[src/rtl/pipe_stall_ctrl.sv]
// Pipeline hazard and stall controller: generates the write enables and
// bubble flushes for PC, IF/ID, ID/EX, EX/MEM and MEM/WB. It handles memory
// wait freezes (with a timeout watchdog), taken branches, load-use hazards
// and multi-cycle multiplies. It also keeps a saturating count of frontend
// stall cycles.
module pipe_stall_ctrl #(
    parameter int unsigned MUL_LAT     = 4,
    parameter int unsigned MEM_TIMEOUT = 255
) (
    input  logic        clk,
    input  logic        reset,
    input  logic [4:0]  id_rgS1_index,
    input  logic [4:0]  id_rgS2_index,
    input  logic        id_uses_s1,
    input  logic        id_uses_s2,
    input  logic        ex_ld_ins,
    input  logic [4:0]  ex_rgD_index,
    input  logic        ex_mul_ins,
    input  logic        ex_br_taken,
    input  logic        mem_req,
    input  logic        mem_ready,
    output logic        pc_we,
    output logic        if_id_we,
    output logic        id_ex_we,
    output logic        ex_mem_we,
    output logic        if_id_flush,
    output logic        id_ex_flush,
    output logic        ex_mem_flush,
    output logic        mem_wb_flush,
    output logic        mem_timeout,
    output logic [15:0] stall_cycles
);

    typedef enum logic [0:0] {
        RUN      = 1'b0,
        MUL_BUSY = 1'b1
    } state_t;

    // A single-cycle multiply never enters MUL_BUSY; the load value is then unused.
    localparam logic          MUL_MULTI  = (MUL_LAT > 32'd1);
    localparam int unsigned   MUL_LOAD_I = (MUL_LAT > 32'd1) ? (MUL_LAT - 32'd2) : 32'd0;
    localparam logic [3:0]    MUL_LOAD   = MUL_LOAD_I[3:0];
    localparam int unsigned   WAIT_LAST_I = MEM_TIMEOUT - 32'd1;
    localparam logic [15:0]   WAIT_LAST  = WAIT_LAST_I[15:0];

    state_t      state_r;
    state_t      state_n;
    logic [3:0]  mul_cnt_r;
    logic [3:0]  mul_cnt_n;
    logic [15:0] wait_cnt_r;
    logic        freeze_s;
    logic        load_use_s;

    // Hazard detection: memory wait and load-use dependency (register 0 never hazards).
    always_comb begin
        freeze_s   = mem_req & ~mem_ready;
        load_use_s = ex_ld_ins & (ex_rgD_index != 5'd0) &
                     ((id_uses_s1 & (id_rgS1_index == ex_rgD_index)) |
                      (id_uses_s2 & (id_rgS2_index == ex_rgD_index)));
    end

    // Priority-ordered enable/flush generation and next-state logic.
    always_comb begin
        pc_we        = 1'b1;
        if_id_we     = 1'b1;
        id_ex_we     = 1'b1;
        ex_mem_we    = 1'b1;
        if_id_flush  = 1'b0;
        id_ex_flush  = 1'b0;
        ex_mem_flush = 1'b0;
        mem_wb_flush = 1'b0;
        state_n      = state_r;
        mul_cnt_n    = mul_cnt_r;

        if (reset) begin
            // Hold the whole pipe as bubbles while reset is asserted.
            pc_we        = 1'b0;
            if_id_we     = 1'b0;
            id_ex_we     = 1'b0;
            ex_mem_we    = 1'b0;
            if_id_flush  = 1'b1;
            id_ex_flush  = 1'b1;
            ex_mem_flush = 1'b1;
            mem_wb_flush = 1'b1;
            state_n      = RUN;
            mul_cnt_n    = 4'd0;
        end else if (freeze_s) begin
            // Freeze everything upstream of WB; WB receives a bubble. State holds.
            pc_we        = 1'b0;
            if_id_we     = 1'b0;
            id_ex_we     = 1'b0;
            ex_mem_we    = 1'b0;
            mem_wb_flush = 1'b1;
        end else begin
            case (state_r)
                RUN: begin
                    if (ex_br_taken) begin
                        if_id_flush = 1'b1;
                        id_ex_flush = 1'b1;
                    end else if (ex_mul_ins && MUL_MULTI) begin
                        pc_we        = 1'b0;
                        if_id_we     = 1'b0;
                        id_ex_we     = 1'b0;
                        ex_mem_flush = 1'b1;
                        mul_cnt_n    = MUL_LOAD;
                        state_n      = MUL_BUSY;
                    end else if (load_use_s) begin
                        pc_we       = 1'b0;
                        if_id_we    = 1'b0;
                        id_ex_flush = 1'b1;
                    end else begin
                        state_n = RUN;
                    end
                end
                MUL_BUSY: begin
                    if (mul_cnt_r != 4'd0) begin
                        pc_we        = 1'b0;
                        if_id_we     = 1'b0;
                        id_ex_we     = 1'b0;
                        ex_mem_flush = 1'b1;
                        mul_cnt_n    = mul_cnt_r - 4'd1;
                    end else begin
                        // Release cycle: the multiply result moves on to MEM.
                        state_n = RUN;
                    end
                end
                default: begin
                    state_n   = RUN;
                    mul_cnt_n = 4'd0;
                end
            endcase
        end
    end

    // State, counters, sticky timeout flag and stall statistics.
    always_ff @(posedge clk) begin
        if (reset) begin
            state_r      <= RUN;
            mul_cnt_r    <= 4'd0;
            wait_cnt_r   <= 16'd0;
            mem_timeout  <= 1'b0;
            stall_cycles <= 16'd0;
        end else begin
            state_r   <= state_n;
            mul_cnt_r <= mul_cnt_n;
            if (freeze_s) begin
                if (wait_cnt_r != 16'hFFFF) begin
                    wait_cnt_r <= wait_cnt_r + 16'd1;
                end else begin
                    wait_cnt_r <= wait_cnt_r;
                end
                if (wait_cnt_r == WAIT_LAST) begin
                    mem_timeout <= 1'b1;
                end else begin
                    mem_timeout <= mem_timeout;
                end
            end else begin
                wait_cnt_r  <= 16'd0;
                mem_timeout <= mem_timeout;
            end
            if (!pc_we && (stall_cycles != 16'hFFFF)) begin
                stall_cycles <= stall_cycles + 16'd1;
            end else begin
                stall_cycles <= stall_cycles;
            end
        end
    end

endmodule

[config.mk]
export PLATFORM = sky130hd
export DESIGN_NAME = pipe_stall_ctrl
export DESIGN_NICKNAME = d
export VERILOG_FILES = /design/src/rtl/pipe_stall_ctrl.sv
export SDC_FILE = /design/constraint.sdc
export NUM_CORES = 1
export LEC_CHECK = 0
export BUFFER_PORTS_ARGS = -buffer_cell sky130_fd_sc_hd__buf_4
export CORE_UTILIZATION = 48
export CTS_CLUSTER_SIZE = 12
export DETAILED_ROUTE_END_ITERATION = 6
export GPL_ROUTABILITY_DRIVEN = 1
export PLACE_DENSITY = 0.76
export SYNTH_ARGS = -nofsm -noshare
export SYNTH_HDL_FRONTEND = slang
export SYNTH_SLANG_ARGS = --single-unit
[constraint.sdc]
create_clock -name clk -period 2.1 [get_ports clk]
set_input_delay 0.105 -clock clk [delete_from_list [all_inputs] [get_ports clk]]
set_output_delay 0.105 -clock clk [all_outputs]
set_load 0.02 [all_outputs]
==> results.txt, run 1 <==
----------------------------------------------------
[Outcome]
  Status ... finished, final reports clean

[Critical path]
  Kind of start point of the critical path ... flip-flop
  Startpoint of the most critical register-to-register path ... mul_cnt_r[1]$_SDFFE_PP0P_
  FF-to-FF path depth ... 10
  Register-to-Register Setup Slack ... 0.14 ns
  List of cells traversed by the critical path ... inv_1 -> ha_2 -> or3b_1 -> a22oi_2 -> nand2_2 -> a31o_4 -> inv_2 -> buf_6
  Maximum single-stage delay on the critical path ... 0.35 ns
  Cell family contributing the most delay on the critical path ... simple AND/OR/NAND/NOR gates
  Kind of critical path ... flip-flop to output port
  Element type at the critical path end ... output port
  Req. time, crit path ... 2.00 ns
  Cell with the largest stage delay on the worst path ... sky130_fd_sc_hd__or3b_1
  Critical R2R Capture ... stall_cycles[2]$_SDFFE_PP0P_
  Arrival time at the worst endpoint ... 1.90 ns
  Biggest fanout along the worst timing path ... 7
  Count of buffer and inverter cells on the critical path ... 3

[Logic synthesis]
  Cell area after technology mapping ... 2060 sq um
  Leading area contributor after synthesis ... sky130_fd_sc_hd__dfxtp_1
  Synthesized area per cell ... 8.22 sq um
  Number of synthesized flops with an enable pin ... 0
  Sequential fraction of the synthesis area ... 37.0%
  Nets in the synthesized netlist ... 278
  Number of register bits inferred by synthesis ... 38
  Most frequently used cell type in the post-synthesis netlist ... sky130_fd_sc_hd__nor2_1
  Most common library cells after synthesis ... sky130_fd_sc_hd__nor2_1 (44), sky130_fd_sc_hd__dfxtp_1 (38), sky130_fd_sc_hd__nand3_1 (20)
  Prevailing post-synth register cell ... sky130_fd_sc_hd__dfxtp_1
  Largest cells by area after synthesis ... sky130_fd_sc_hd__dfxtp_1 (37%), sky130_fd_sc_hd__xor2_1 (8.1%), sky130_fd_sc_hd__nor2_1 (8.0%)
  Gate count after technology mapping ... 250
  Library cells used by synthesis ... 43
  Share of flip-flops with an asynchronous set or reset after synthesis ... 0%
  Yosys Warn Count ... 0
  Share of the synthesized area in the top cell type ... 37.0%

[Place]
  Number of port buffers ... 48
  Post-placement setup slack ... 0.0347 ns
  Weighted congestion at the end of routability-driven global placement ... 0.843
  Post-DP Area ... 2470 sq um
  DPL Wire Length ... 3170 um

[Global routing]
  Wire length of the first global-routing pass ... 7000 um
  Initial antenna violation count ... 0
  Met1 track utilization from global routing ... 23.9%
  Remaining global-route overflow ... 0
  Largest net degree at the start of global routing ... 27
  Most used routing layer ... met2
  Met3 layer usage reported by global route ... 4.05%
  GRT Resource Usage Total ... 20.5%
  Vias in the first global route ... 1,605
  M2 GR Usage ... 36.1%

[Clock network]
  Latest clock arrival within the worst-skew pair ... 0.29 ns
  CTS tree ... done
  Clock transition at the register clock pins on the worst setup and hold paths after CTS ... 0.07 ns
  Sink count of the clock tree ... 38
  Buffer cell driving the clock tree root ... sky130_fd_sc_hd__clkbuf_8
  Clock tree buffer depth ... 2
  # hold bufs at CTS ... 0
  CTS H-Tree Depth ... 2
  Inserted Clock Buffers ... 5

[Job]
  Number of max-cap violations ... 0

[Timing]
  Final setup fails ... 0
  Worst-case hold slack ... 0.157 ns
  Min Clock Period, post-route ... 2.00 ns
  Min setup slack post-route ... 0.0957 ns
  Worst clock skew on the final layout ... 0.00512 ns
  Fin. max-slew vios ... 0
  Final worst-path cycle share ... 95.4%
  Fmax ... 499 MHz
  RSZ-0062 raised after global routing ... no
  Aggregate negative setup slack ... 0 ns
  Final Hold Vio Count ... 0
  Tightest Pin Transition ... 0.613 ns
  Headroom to the max-slew limit ... 59.2%

[Route]
  Count of routing violations after the opening detailed-route iteration ... 74
  Routed Wire Length ... 4220 um
  Post-DRT Antenna Nets ... 0
  Remaining design rule violation count ... 0
  Count of vias placed by the detailed router ... 1,848
  Wire per inst ... 11.9 um
  Total iterations of the first detailed-routing run ... 4
  DR vias/cell ... 5.21

[Floorplanning]
  Area inside the core boundary ... 4060 sq um
  Row cnt ... 23
  Initial Util ... 50.7%
  Die Outline Area ... 4550 sq um
  Number of I/O pins ... 49
  Vertical die dimension ... 67.4 um
  Width of the die ... 67.4 um

[Final layout]
  Number of diodes added for antenna fixing ... 0
  Fraction of layout instances using a drive strength above 1 ... 28.5%
  Synthesis-to-finish area growth ... 27.3%
  Final core occ ... 64.5%
  Nets ... 332
  Design area ... 2620 sq um

[Hold path]
  Critical hold path startpoint ... reset
  Worst Hold Path EP ... stall_cycles[7]$_SDFFE_PP0P_
  Worst hold path stage count ... 2
  Min-delay worst type ... input port to flip-flop

[Pwr]
  PD cells ... 557 nW/um^2
  Worst voltage drop across the vdd grid ... 331 uV
  Leakage ... 1.04 nW

----------------------------------------------------
## per-layer routing
metal / vias up / wire length (um)
met5: - / 0
met4: 0 / 67
met3: 8 / 114
met2: 26 / 2120
met1: 843 / 1920
li1: 971 / -
## repair_timing
action                                  in CTS  in global routing
gates resized for setup                      1                  9
endpoints found under the setup margin       3                 14
setup buffers                                4                  0
pin swaps                                    1                  3
## placed cells by master, fill, tap and decap left out, types with 2 or more instances in the layout
| master | n |
|---|---|
| sky130_fd_sc_hd__xnor2_1 | 12 |
| sky130_fd_sc_hd__nand2_2 | 2 |
| sky130_fd_sc_hd__nand4_1 | 10 |
| sky130_fd_sc_hd__nor2_2 | 2 |
| sky130_fd_sc_hd__buf_4 | 56 |
| sky130_fd_sc_hd__and4_1 | 2 |
| sky130_fd_sc_hd__a311oi_1 | 2 |
| sky130_fd_sc_hd__xor2_1 | 19 |
| sky130_fd_sc_hd__o21ai_0 | 3 |
| sky130_fd_sc_hd__nor4_1 | 3 |
| sky130_fd_sc_hd__dfxtp_2 | 2 |
| sky130_fd_sc_hd__nor3_1 | 7 |
| sky130_fd_sc_hd__or4_1 | 2 |
| sky130_fd_sc_hd__nand3_1 | 20 |
| sky130_fd_sc_hd__o31ai_1 | 2 |
| sky130_fd_sc_hd__mux2i_1 | 3 |
| sky130_fd_sc_hd__inv_2 | 2 |
| sky130_fd_sc_hd__nor2_1 | 44 |
| sky130_fd_sc_hd__dfxtp_1 | 36 |
| sky130_fd_sc_hd__nand3_2 | 4 |
| sky130_fd_sc_hd__nand2_1 | 17 |
| sky130_fd_sc_hd__a21oi_1 | 9 |
| sky130_fd_sc_hd__ha_1 | 3 |
| sky130_fd_sc_hd__clkbuf_8 | 6 |
| sky130_fd_sc_hd__and3_1 | 5 |
| sky130_fd_sc_hd__buf_6 | 3 |
| sky130_fd_sc_hd__or3_1 | 2 |
| sky130_fd_sc_hd__nand2b_1 | 2 |
| sky130_fd_sc_hd__inv_1 | 6 |
## flip-flops by register name, indices dropped and copies added, names as in the netlist
register      flops
mem_timeout       1
mul_cnt_r         4
stall_cycles     16
state_r           1
wait_cnt_r       16
## worst max path at each step
| stage | cells after the start | slack [ns] | startpoint | end |
|---|---|---|---|---|
| global route | 8 | 0.002 | mul_cnt_r[1]$_SDFFE_PP0P_ | pc_we |
| finish | 8 | 0.1 | mul_cnt_r[1]$_SDFFE_PP0P_ | pc_we |
| CTS | 8 | 0.008 | mul_cnt_r[0]$_SDFFE_PP0P_ | pc_we |
| global placement | 9 | 0.14 | mul_cnt_r[0]$_SDFFE_PP0P_ | stall_cycles[12]$_SDFFE_PP0P_ |
| floorplan | 9 | 0.10 | mul_cnt_r[0]$_SDFFE_PP0P_ | pc_we |
| detailed placement | 9 | 0.03 | mul_cnt_r[0]$_SDFFE_PP0P_ | stall_cycles[12]$_SDFFE_PP0P_ |
## power by group
part	switching (W)	internal [W]	leakage, nW
registers	0.0000134	0.000732	0.308
clock network	0.000241	0.000264	0.0482
logic	0.000102	0.000106	0.687
## cell families (layout without fill, tap and decap cells)
family | count (synthesis) | after routing | synth area share, %
XOR/XNOR | 31 | 31 | 13.2
buffers and inverters | 20 | 75 | 4.38
adder cells (fa/ha/maj) | 4 | 4 | 2.43
AND/OR/NAND/NOR | 130 | 130 | 33.2
flip-flops | 38 | 38 | 37.0
AO/OA/AOI/OAI | 24 | 24 | 8.28
multiplexers | 3 | 3 | 1.46
## layout make-up
| class | instances | area, sq um |
|---|---|---|
| flip-flops and latches | 38 | 763 |
| repair buffers | 59 | 454 |
| inverters | 8 | 30.0 |
| clock buffers | 7 | 86.3 |
| clock inverters | 1 | 5.00 |
| well taps | 50 | 62.6 |
| fillers | 347 | 1440 |
| multi-input cells | 192 | 1210 |
## through the flow
step	power [W]	std cells
floorplan	0.000876	250
global placement	0.000952	343
detailed placement	0.000955	343
CTS	0.00147	355
global route	0.00153	355
finish	0.00146	355
No activity file was read; power rests on OpenSTA's default activity.
==> inputs of run 2 (changes only) <==
- clock period: 2.1 -> 1.8 ns (I/O delays scaled with it)
==> run 2 against run 1 <==
The flow now finishes with violations (setup timing); power rose by 29%; die area did not move; cell count up 4.5%; count of clock-buffer cells in the layout decreased by 2; largest cell class unchanged; highest routed layer unchanged; final area is 8.4% higher; hold slack gained 0.082 ns; sequential cell count unchanged; critical path type unchanged.
==> results.txt, run 2 (synthesis gave the netlist of run 1 again) <==
----------------------------------------------------
[Clock network]
  Latest clock arrival within the worst-skew pair ... 0.29 ns
  Sink count of the clock tree ... 38
  Buffer cell driving the clock tree root ... sky130_fd_sc_hd__clkbuf_8
  # hold bufs at CTS ... 0
  CTS H-Tree Depth ... 2
  Inserted Clock Buffers ... 5
  Clock tree buffer depth ... 2
  Clock transition at the register clock pins on the worst setup and hold paths after CTS ... 0.08 ns
  CTS tree ... done

[Timing]
  Fin. max-slew vios ... 0
  Final setup fails ... 21
  RSZ-0062 raised after global routing ... yes
  Min Clock Period, post-route ... 2.07 ns
  Final worst-path cycle share ... 115%
  Aggregate negative setup slack ... -3.86 ns
  Min setup slack post-route ... -0.269 ns
  Final Hold Vio Count ... 0
  Headroom to the max-slew limit ... 60.8%
  Worst-case hold slack ... 0.239 ns
  Fmax ... 483 MHz
  Tightest Pin Transition ... 0.589 ns
  Worst clock skew on the final layout ... 0.00862 ns

[Pwr]
  Int Power ... 0.00142 W
  PD cells ... 666 nW/um^2
  Worst voltage drop across the vdd grid ... 514 uV
  Leakage ... 1.13 nW
  Clock group share of total power ... 38.5%
  Gate power share ... 15.5%
  Power dissipated by switching net loads ... 0.000466 W
  Sequential group share of total power ... 46.0%
  Share of total power consumed by net switching ... 24.7%

[Route]
  Total iterations of the first detailed-routing run ... 4
  Count of routing violations after the opening detailed-route iteration ... 90
  DR vias/cell ... 5.22
  Routed Wire Length ... 4620 um
  Count of vias placed by the detailed router ... 1,938
  Post-DRT Antenna Nets ... 0
  Remaining design rule violation count ... 0
  Wire per inst ... 12.5 um

[Critical path]
  Cell with the largest stage delay on the worst path ... sky130_fd_sc_hd__or3b_4
  Maximum single-stage delay on the critical path ... 0.37 ns
  Startpoint of the most critical register-to-register path ... mul_cnt_r[1]$_SDFFE_PP0P_
  Most used cell along the critical path ... sky130_fd_sc_hd__buf_6
  List of cells traversed by the critical path ... inv_2 -> ha_4 -> or3b_4 -> a22oi_2 -> nand2_2 -> a31o_4 -> buf_6 -> clkinvlp_4 -> buf_6
  Register-to-Register Setup Slack ... -0.24 ns
  Biggest fanout along the worst timing path ... 2
  FF-to-FF path depth ... 10
  Req. time, crit path ... 1.71 ns
  Critical R2R Capture ... stall_cycles[12]$_SDFFE_PP0P_
  Kind of start point of the critical path ... flip-flop
  Element type at the critical path end ... output port
  Arrival time at the worst endpoint ... 1.98 ns
  Kind of critical path ... flip-flop to output port

[Floorplanning]
  Die Outline Area ... 4550 sq um
  Number of I/O pins ... 49
  Width of the die ... 67.4 um
  Row cnt ... 23
  Initial Util ... 50.7%
  Vertical die dimension ... 67.4 um
  Area inside the core boundary ... 4060 sq um

[Place]
  DPL Wire Length ... 3160 um
  Weighted congestion at the end of routability-driven global placement ... 0.797
  Number of port buffers ... 48
  Post-DP Area ... 2610 sq um
  Placed insts ... 357

[Final layout]
  Final core occ ... 69.9%
  Leading cell types in the layout, fill and taps excluded ... sky130_fd_sc_hd__buf_4 (69), sky130_fd_sc_hd__nor2_1 (43), sky130_fd_sc_hd__dfxtp_1 (30)
  Number of non-filler instances in the completed layout ... 371
  Synthesis-to-finish area growth ... 37.9%
  Nets ... 348
  Number of diodes added for antenna fixing ... 0
  Leading cell type in the layout, fill and taps excluded ... sky130_fd_sc_hd__buf_4
  Fraction of layout instances using a drive strength above 1 ... 37.7%
  Registers with the most flip-flops ... stall_cycles (16), wait_cnt_r (16), mul_cnt_r (4)
  Design area ... 2840 sq um

[Global routing]
  GRT Resource Usage Total ... 20.9%
  Largest net degree at the start of global routing ... 26
  Remaining global-route overflow ... 0
  Vias in the first global route ... 1,778
  Initial antenna violation count ... 0
  Wire length of the first global-routing pass ... 7220 um

[Outcome]
  Status ... finished, violations left
  Violated checks ... setup timing

[Job]
  Number of max-cap violations ... 0

[Hold path]
  Worst Hold Path EP ... state_r$_SDFFE_PP0N_
  Worst hold path stage count ... 5
  Min-delay worst type ... input port to flip-flop
  Critical hold path startpoint ... mem_ready

----------------------------------------------------
run 2: cell types whose count changed in the layout (fill, tap and decap cells not counted), sizes merged:
| cell | before | now |
|---|---|---|
| clkbuf | 7 | 5 |
| clkinvlp | 0 | 3 |
| buf | 59 | 75 |
| bufinv | 0 | 1 |
| clkinv | 1 | 0 |
| inv | 8 | 7 |
run 2: critical path: cells and delay by family (launching register included):
kind,cells,cell delay (ns)
and+or+nand+nor,2,0.46
AOI/OAI and AO/OA,2,0.42
buffers and inverters,4,0.35
adders and majority gates,1,0.13
DFF,1,0.33
run 2: timing repair:
item	in CTS	in global routing
pin swaps	3	7
buffers inserted	6	4
endpoints found under the setup margin	20	31
cloned	0	0
gates resized for setup	8	12
run 2: worst max-delay path by stage:
stage / from / end / slack (ns) / cells after the start
CTS: mul_cnt_r[0]$_SDFFE_PP0P_ / pc_we / -0.22 / 9
floorplan: mul_cnt_r[1]$_SDFFE_PP0P_ / stall_cycles[11]$_SDFFE_PP0P_ / -0.1 / 10
finish: mul_cnt_r[1]$_SDFFE_PP0P_ / pc_we / -0.27 / 9
global route: mul_cnt_r[1]$_SDFFE_PP0P_ / if_id_we / -0.34 / 9
global placement: mul_cnt_r[1]$_SDFFE_PP0P_ / stall_cycles[12]$_SDFFE_PP0P_ / -0.06 / 9
detailed placement: mul_cnt_r[1]$_SDFFE_PP0P_ / stall_cycles[12]$_SDFFE_PP0P_ / -0.11 / 9
run 2: cell type report:
| cell class | instances | area, sq um |
|---|---|---|
| Multi-Input combinational cell | 192 | 1270 |
| Fill cell | 323 | 1220 |
| Sequential cell | 38 | 771 |
| Timing Repair Buffer | 75 | 586 |
| Clock buffer | 5 | 68.8 |
| Tap cell | 50 | 62.6 |
| Clock inverter | 3 | 45.0 |
| Inverter | 8 | 33.8 |
run 2: power groups by stage:
stage               Sequential [W]  Combinational (W)  Clock, W
global route              0.000870           0.000317  0.000768
detailed placement        0.000888           0.000252         0
finish                    0.000868           0.000292  0.000727
CTS                       0.000868           0.000271  0.000738
global placement          0.000887           0.000248         0
floorplan                 0.000896           0.000135         0
run 2: routing by layer:
| layer | GRT usage, % | wire, um | vias up | part of all wire [%] |
|---|---|---|---|---|
| met1 | 22.0 | 2030 | 891 | 44 |
| met3 | 4.05 | 160 | 9 | 3.5 |
| met4 | 7.71 | 70 | 0 | 1.5 |
| met5 | 0 | 0 | - | 0 |
| met2 | 40.5 | 2360 | 38 | 51 |
| li1 | - | - | 1000 | - |
run 2: stage by stage:
| stage | setup slack, ns | power [W] |
|---|---|---|
| floorplan | -0.0996 | 0.00103 |
| global placement | -0.0644 | 0.00114 |
| detailed placement | -0.115 | 0.00114 |
| CTS | -0.223 | 0.00188 |
| global route | -0.339 | 0.00196 |
| finish | -0.269 | 0.00189 |
==> inputs of run 3 (changes only) <==
- SETUP_SLACK_MARGIN: default -> 0.4
==> run 3 against run 2 <==
Via count rose by 4.4%; non-clock buffer count grew 11; critical path depth stayed put; sequential share of layout area fell by 1.7 points; maximum frequency grew 0.45%; register-to-register slack gained 0.04 ns; setup slack better by 0.0092 ns; the run still ends with setup timing left; first-iteration DRC count is 3.3% higher; clock skew rose by 0.0038 ns; count of clock-buffer cells in the layout grew 2; largest cell class unchanged; critical endpoint is now if_id_we.
==> results.txt, run 3 (synthesis gave the netlist of run 1 again) <==
----------------------------------------------------
[Critical path]
  Startpoint of the most critical register-to-register path ... mul_cnt_r[0]$_SDFFE_PP0P_
  Arrival time at the worst endpoint ... 1.97 ns
  Kind of start point of the critical path ... flip-flop
  Critical R2R Capture ... stall_cycles[12]$_SDFFE_PP0P_
  Maximum single-stage delay on the critical path ... 0.36 ns
  List of cells traversed by the critical path ... inv_2 -> ha_4 -> or3b_4 -> a22oi_2 -> nand2_2 -> a31o_4 -> buf_6 -> clkinvlp_4 -> buf_6
  Req. time, crit path ... 1.71 ns
  Cell with the largest stage delay on the worst path ... sky130_fd_sc_hd__or3b_4
  Biggest fanout along the worst timing path ... 3
  Register-to-Register Setup Slack ... -0.20 ns
  Most used cell along the critical path ... sky130_fd_sc_hd__buf_6
  FF-to-FF path depth ... 10
  Kind of critical path ... flip-flop to output port
  Element type at the critical path end ... output port

[Hold path]
  Worst hold path stage count ... 5
  Worst Hold Path EP ... state_r$_SDFFE_PP0N_
  Critical hold path startpoint ... mem_ready
  Min-delay worst type ... input port to flip-flop

[Route]
  Remaining design rule violation count ... 0
  Total iterations of the first detailed-routing run ... 4
  Routed Wire Length ... 5270 um
  Wire per inst ... 13.8 um
  DR vias/cell ... 5.30
  Post-DRT Antenna Nets ... 0
  Count of routing violations after the opening detailed-route iteration ... 93
  Count of vias placed by the detailed router ... 2,023

[Floorplanning]
  Vertical die dimension ... 67.4 um
  Number of I/O pins ... 49
  Row cnt ... 23
  Area inside the core boundary ... 4060 sq um
  Width of the die ... 67.4 um
  Die Outline Area ... 4550 sq um
  Initial Util ... 50.7%

[Place]
  Post-DP Area ... 2630 sq um
  Number of port buffers ... 48
  Placed insts ... 353
  DPL Wire Length ... 3230 um
  Weighted congestion at the end of routability-driven global placement ... 0.837

[Final layout]
  Number of diodes added for antenna fixing ... 0
  Registers with the most flip-flops ... stall_cycles (16), wait_cnt_r (16), mul_cnt_r (4)
  Design area ... 3120 sq um
  Fill cell count ... 277
  Combined area of the multi-input logic cells ... 1430 sq um
  Area used by sequential logic in the layout ... 796 sq um
  Synthesis-to-finish area growth ... 51.7%
  Final core occ ... 76.8%
  Fraction of layout instances using a drive strength above 1 ... 51.2%
  Leading cell types in the layout, fill and taps excluded ... sky130_fd_sc_hd__buf_4 (72), sky130_fd_sc_hd__nor2_1 (38), sky130_fd_sc_hd__xor2_1 (19), sky130_fd_sc_hd__dfxtp_2 (19), sky130_fd_sc_hd__dfxtp_1 (16)
  Nets ... 359
  Number of non-filler instances in the completed layout ... 382
  Leading cell type in the layout, fill and taps excluded ... sky130_fd_sc_hd__buf_4

[Timing]
  Final worst-path cycle share ... 114%
  Headroom to the max-slew limit ... 53.8%
  RSZ-0062 raised after global routing ... yes
  Worst clock skew on the final layout ... 0.0124 ns
  Tightest Pin Transition ... 0.693 ns
  Fin. max-slew vios ... 0
  Min Clock Period, post-route ... 2.06 ns
  Final setup fails ... 21
  Aggregate negative setup slack ... -3.01 ns
  Min setup slack post-route ... -0.260 ns
  Fmax ... 485 MHz
  Final Hold Vio Count ... 0

[Global routing]
  GRT Resource Usage Total ... 23.3%
  Wire length of the first global-routing pass ... 7970 um
  Remaining global-route overflow ... 0
  Largest net degree at the start of global routing ... 26
  Initial antenna violation count ... 0
  Vias in the first global route ... 1,909

[Clock network]
  Clock tree buffer depth ... 2
  CTS tree ... done
  Latest clock arrival within the worst-skew pair ... 0.30 ns
  CTS H-Tree Depth ... 2
  Clock transition at the register clock pins on the worst setup and hold paths after CTS ... 0.08 ns
  Sink count of the clock tree ... 38
  Buffer cell driving the clock tree root ... sky130_fd_sc_hd__clkbuf_8
  Inserted Clock Buffers ... 5
  # hold bufs at CTS ... 0

[Pwr]
  Total power ... 0.00178 W
  PD cells ... 570 nW/um^2
  Worst voltage drop across the vdd grid ... 483 uV
  Leakage ... 1.23 nW

[Outcome]
  Status ... finished, violations left
  Violated checks ... setup timing

[Job]
  Number of max-cap violations ... 0

----------------------------------------------------
run 3: changes by cell type in the layout (fill, tap and decap cells not counted), moves of 5 or more:
cell and change:
sky130_fd_sc_hd__buf_6 +7, sky130_fd_sc_hd__dfxtp_1 -14, sky130_fd_sc_hd__dfxtp_2 +11, sky130_fd_sc_hd__nand3_1 -6
sky130_fd_sc_hd__nor2_1 -5, sky130_fd_sc_hd__nor2_4 +5
run 3: per-stage QoR:
stage / hold slack, ns / setup WS (ns)
floorplan: 0.375 / -0.0993
global placement: 0.466 / -0.0599
detailed placement: 0.462 / -0.103
CTS: 0.222 / -0.238
global route: 0.251 / -0.341
finish: 0.231 / -0.260
run 3: layout make-up:
| cell class | instances | area share, % |
|---|---|---|
| Multi-Input combinational cell | 192 | 45.9 |
| Clock inverter | 1 | 0.161 |
| Timing Repair Buffer | 86 | 22.5 |
| Tap cell | 50 | 2.01 |
| Inverter | 8 | 1.08 |
| Sequential cell | 38 | 25.5 |
| Clock buffer | 7 | 2.77 |
run 3: worst max-delay path by stage:
stage	start	to	depth (start not counted)	slack (ns)
finish	mul_cnt_r[0]$_SDFFE_PP0P_	if_id_we	9	-0.26
global route	mul_cnt_r[0]$_SDFFE_PP0P_	pc_we	9	-0.34
CTS	mul_cnt_r[0]$_SDFFE_PP0P_	if_id_we	9	-0.24
detailed placement	mul_cnt_r[1]$_SDFFE_PP0P_	stall_cycles[12]$_SDFFE_PP0P_	9	-0.10
global placement	mul_cnt_r[1]$_SDFFE_PP0P_	stall_cycles[12]$_SDFFE_PP0P_	9	-0.06
floorplan	mul_cnt_r[1]$_SDFFE_PP0P_	stall_cycles[11]$_SDFFE_PP0P_	10	-0.1
run 3: critical path, delay by kind of cell (launching register included):
family / cells / cell delay [ns]
compound gates: 2 / 0.41
fa+ha+maj: 1 / 0.13
buf+inv: 4 / 0.37
flops: 1 / 0.33
simple gates: 2 / 0.45
run 3: what timing repair did:
item	CTS	global route
resized for setup	25	44
buffers inserted	12	9
pin swaps	19	17
setup endpoints to repair	41	42
run 3: power by group:
part,total [W],switching (W),internal (W),leakage [nW]
Clock,0.000610,0.000301,0.000309,0.0482
Sequential,0.000867,0.0000147,0.000853,0.319
Combinational,0.000300,0.000139,0.000161,0.860
Total,0.00178,0.000454,0.00132,1.23
run 3: layer usage:
| metal | up-vias | global-route usage [%] | share of wire, % |
|---|---|---|---|
| li1 | 1024 | - | - |
| met1 | 938 | 24.1 | 40 |
| met2 | 54 | 43.1 | 55 |
| met3 | 7 | 6.25 | 3.9 |
| met4 | 0 | 10.9 | 1.2 |
| met5 | - | 0 | 0 |
